===== config.mk =====
export PLATFORM = sky130hd
export DESIGN_NAME = coin_feeder
export DESIGN_NICKNAME = d
export VERILOG_FILES = /design/src/rtl/coin_feeder.sv
export SDC_FILE = /design/constraint.sdc
export NUM_CORES = 1
export LEC_CHECK = 0
export BUFFER_PORTS_ARGS = -buffer_cell sky130_fd_sc_hd__buf_2
export CAP_MARGIN = 40
export CELL_PAD_IN_SITES_DETAIL_PLACEMENT = 1
export CELL_PAD_IN_SITES_GLOBAL_PLACEMENT = 1
export CORE_UTILIZATION = 50
export CTS_BUF_LIST = sky130_fd_sc_hd__clkbuf_4
export DETAILED_ROUTE_END_ITERATION = 7
export GPL_TIMING_DRIVEN = 0
export PLACE_DENSITY_LB_ADDON = 0.1
export SLEW_MARGIN = 5
export SYNTH_ARGS = -nofsm -noshare
export SYNTH_HDL_FRONTEND = slang
export SYNTH_SLANG_ARGS = --single-unit

===== constraint.sdc =====
create_clock -name clk -period 3.4 [get_ports clk]
set_input_delay 0.51 -clock clk [delete_from_list [all_inputs] [get_ports clk]]
set_output_delay 0.51 -clock clk [all_outputs]
set_load 0.01 [all_outputs]

===== src/rtl/coin_feeder.sv =====
// coin_feeder: turns a 5-cent-unit payment into paced one-cycle coin codes and reports vend/timeout
module coin_feeder #(
  parameter int GAP_CYCLES  = 1,
  parameter int ACK_TIMEOUT = 8
) (
  input  logic       clk,
  input  logic       rst,
  input  logic       start,
  input  logic [3:0] amount,
  input  logic       prefer_dime,
  input  logic       nw_pa,
  output logic [1:0] coin,
  output logic       busy,
  output logic       done,
  output logic       vended,
  output logic       timeout
);
  typedef enum logic [2:0] {IDLE, SEND, GAP, WAIT_ACK, DONE} state_e;
  state_e     state_q, state_d;
  logic [3:0] rem_q, rem_d;
  logic       pref_q, pref_d;
  logic [3:0] gcnt_q, gcnt_d;
  logic [7:0] acnt_q, acnt_d;
  logic [1:0] coin_q, coin_d;
  logic       busy_q, busy_d;
  logic       done_q, done_d;
  logic       vended_q, vended_d;
  logic       timeout_q, timeout_d;
  assign coin    = coin_q;
  assign busy    = busy_q;
  assign done    = done_q;
  assign vended  = vended_q;
  assign timeout = timeout_q;
  // coin code doubles as its value in nickels, so it can be subtracted from rem directly
  function automatic logic [1:0] pick(input logic [3:0] r, input logic p);
    return (p && r >= 4'd2) ? 2'b10 : 2'b01;
  endfunction
  // state and registered outputs; outputs are computed for the state being entered
  always_ff @(posedge clk or posedge rst) begin
    if (rst) begin
      state_q   <= IDLE;
      rem_q     <= '0;
      pref_q    <= 1'b0;
      gcnt_q    <= '0;
      acnt_q    <= '0;
      coin_q    <= 2'b00;
      busy_q    <= 1'b0;
      done_q    <= 1'b0;
      vended_q  <= 1'b0;
      timeout_q <= 1'b0;
    end else begin
      state_q   <= state_d;
      rem_q     <= rem_d;
      pref_q    <= pref_d;
      gcnt_q    <= gcnt_d;
      acnt_q    <= acnt_d;
      coin_q    <= coin_d;
      busy_q    <= busy_d;
      done_q    <= done_d;
      vended_q  <= vended_d;
      timeout_q <= timeout_d;
    end
  end
  // next-state, coin selection, pacing counters and vend/timeout bookkeeping
  always_comb begin
    state_d   = state_q;
    rem_d     = rem_q;
    pref_d    = pref_q;
    gcnt_d    = gcnt_q;
    acnt_d    = acnt_q;
    coin_d    = 2'b00;
    vended_d  = vended_q;
    timeout_d = timeout_q;
    unique case (state_q)
      IDLE: if (start && amount != 4'd0) begin
        pref_d    = prefer_dime;
        vended_d  = 1'b0;
        timeout_d = 1'b0;
        coin_d    = pick(amount, prefer_dime);
        rem_d     = amount - {2'b00, coin_d};
        state_d   = SEND;
      end
      SEND: begin
        gcnt_d  = '0;
        state_d = GAP;
      end
      GAP: if (gcnt_q == 4'(GAP_CYCLES - 1)) begin
        if (rem_q != 4'd0) begin
          coin_d  = pick(rem_q, pref_q);
          rem_d   = rem_q - {2'b00, coin_d};
          state_d = SEND;
        end else begin
          acnt_d  = '0;
          state_d = WAIT_ACK;
        end
      end else begin
        gcnt_d = gcnt_q + 4'd1;
      end
      WAIT_ACK: if (nw_pa || vended_q) begin
        state_d = DONE;
      end else if (acnt_q == 8'(ACK_TIMEOUT - 1)) begin
        timeout_d = 1'b1;
        state_d   = DONE;
      end else begin
        acnt_d = acnt_q + 8'd1;
      end
      DONE: state_d = IDLE;
      default: state_d = IDLE;
    endcase
    // DONE is excluded so a late vend cannot coexist with a reported timeout
    if (nw_pa && (state_q == SEND || state_q == GAP || state_q == WAIT_ACK)) vended_d = 1'b1;
    done_d = (state_d == DONE);
    busy_d = (state_d != IDLE);
  end
endmodule


==> reports/summary.txt <==
Outcome -> finished with violations
Failing checks -> design-rule violations
Worst r2r path cells -> 7
Final wirelength -> 3.745 mm
Syn avg cell area -> 9.120 um^2
Req. time, crit path -> 3.66 ns
DP HPWL -> 2.950 mm
CORE AREA -> 2805 um^2
Die Wd -> 57.03 um
Average routed wire per standard cell -> 17.34 um
Synth top area share -> 42.98%
Layout Nets -> 204
Syn Nets -> 184
First-pass GRT wire length -> 6.699 mm
CP Cell Sequence -> inv_1 -> ha_1 -> or3b_2 -> nor3_4 -> a21oi_2 -> or4_1 -> a21oi_1
Design area -> 1690 um^2
Clock root cell -> clkbuf_4
Layout cells sized above 1 -> 15.14%
Yosys reg bits -> 26
Num CTS Buffers -> 3
Ys Warns -> 0
DRT antenna net count -> 0
Ant. Diodes -> 0
CTS Hold Bufs -> 0
CTS Buffer Depth -> 2
H-tree levels -> 1
Hold Crit Class -> primary input to async pin
Violation count after the first detailed-route iteration -> 49
Maximum VDD drop -> 325.2 uV
Worst setup EP type -> flop
Routability cong. -> 0.8362
Critical path's largest stage delay -> 0.53 ns
Vias -> 1327
RSZ-0062 raised after global routing -> false
Max-slew violation count -> 0
Full die area -> 3252 um^2
Worst-Margin Slew -> 0.5904 ns
Die H -> 57.03 um
Synthesized area -> 1514 um^2
Dpl cell area -> 1638 um^2
Clock slew at reported path FFs -> 0.15 ns
Post-synthesis instance total -> 166
Largest net degree at the start of global routing -> 16
CTS tree -> built
Synth unique cells -> 43
Setup_tns -> 0 ns
Prevailing post-synth register cell -> dfrtp_1
Row count -> 19
Count leader, synth -> dfrtp_1
WHS -> 0.2126 ns
Skew-Pair Late Insertion Delay -> 0.33 ns
Async SR Flop Fraction -> 100.0%
Pwr per Cell Area -> 684.7 nW/um^2
DRT Pass-1 Iters -> 6
Vias in the first global route -> 1424
Part of the cycle the worst path needs -> 73.86%
IO Pins -> 15
Critical path fanouts, max -> 6
Initial core utilization -> 53.97%
Fin. Hold Viols -> 0
Synth cell count leaders -> dfrtp_1 (26), nand2_1 (18), a21oi_1 (14), inv_1 (14), o21ai_0 (13)
Area growth syn-to-layout -> 11.65%
EDFF count, synth -> 0
Arr. time, crit path -> 2.77 ns
Fmax -> 398.2 MHz
Slew headroom -> 60.60%
Top cell type by total area after synthesis -> dfrtp_1
Initial antenna violation count -> 0
Post-CTS setup buffers -> 0
CTS Sinks -> 26
# setup viols final -> 0
Overflow after GRT -> 0
Crit path time final -> 2.511 ns
Cts repair resizes -> 0
Startpoint types -> flop
Clock Skew -> 0.008334 ns
Seq/Total Area, Yosys -> 42.98%
DRC errors left -> 2
Critical path's slowest cell -> or3b_2
Via density -> 6.144
GRT Util Overall -> 26.89%
Leakage power -> 0.7716 nW
Port-buffer cells -> 14
Max-cap violations -> 0
Type of the worst setup path -> flop to flop
Largest cells by area after synthesis -> dfrtp_1 (43%), ha_1 (5.8%), a21oi_1 (4.6%), nand2_1 (4.5%), o21ai_0 (4.3%)
[power by group]
group / internal [W] / switching, W / total, W
registers: 0.000387 / 0.0000543 / 0.000441
logic: 0.000192 / 0.000308 / 0.000500
clock network: 0.000119 / 0.0000971 / 0.000216
total: 0.000698 / 0.000459 / 0.00116
[cell usage in the layout, fill, tap and decap left out, drive strengths merged, types with 3 or more instances in the layout]
cell type	n
or4	4
a21oi	15
clkbuf	5
buf	19
nand2	18
nor2	8
or3	6
nand3	9
nor3	4
nor2b	3
inv	14
o21ai	13
dfrtp	26
ha	7
[through the flow]
stage	worst slack [ns]	power, W	instances	utilization, %
after floorplan	1.245	0.0007907	166	-
after global placement	1.023	0.0009013	211	57.85
after detailed placement	0.8782	0.0009450	212	58.39
after CTS	0.8900	0.001172	216	60.26
after global routing	0.7255	0.001256	216	60.26
final	0.8888	0.001157	216	60.26
[cells by family after synthesis]
family | share of synthesized area (%)
muxes | 0.7437
xor gates and xnor gates | 1.736
DFF | 42.97
and+or+nand+nor | 22.65
adders and majority gates | 8.430
buffers and inverters | 5.620
AOI/OAI and AO/OA | 17.85
[metal layers]
layer / track usage, % / vias to the layer above / share of wire, %
li1: - / 635 / -
met1: 35.84 / 668 / 44
met2: 46.72 / 18 / 53
met3: 2.041 / 6 / 1.6
met4: 8.711 / 0 / 1.1
met5: 0 / - / 0
[worst max-delay path, delay by kind of cell, from the launching register on]
| kind | cells | cell delay, ns |
|---|---|---|
| flip-flops | 1 | 0.48 |
| adder cells (fa/ha/maj) | 1 | 0.17 |
| buffers and inverters | 1 | 0.09 |
| AND/OR/NAND/NOR | 3 | 1.41 |
| AO/OA/AOI/OAI | 2 | 0.30 |
[path summary, 6_finish.rpt]
kind | start | end | slack, ns
hold reg to reg | vended | vended | 0.51
setup reg to reg | gcnt_q[0] | acnt_q[5] | 0.89
hold / removal | rst | done | 0.21
max in group asynchronous | rst | acnt_q[7] | 2.69
min in group clk | nw_pa | vended | 0.42
setup / recovery | gcnt_q[0] | acnt_q[5] | 0.89
[state kept, by name (all words and copies together) (netlist names)]
signal,count
gcnt_q,4
acnt_q,8
busy,1
done,1
coin,2
pref_q,1
rem_q,4
state_q,3
timeout,1
vended,1
[final cells by class]
class	instances	area, um^2
clock buffer	3	22.52
tap	31	38.79
fill	337	1115
inverter	14	52.55
clock inverter	1	30.03
multi-input combinational	120	778.2
timing repair buffer	15	85.08
sequential	26	650.6
buffer	6	32.53
Power figures use the tool's default switching activity.
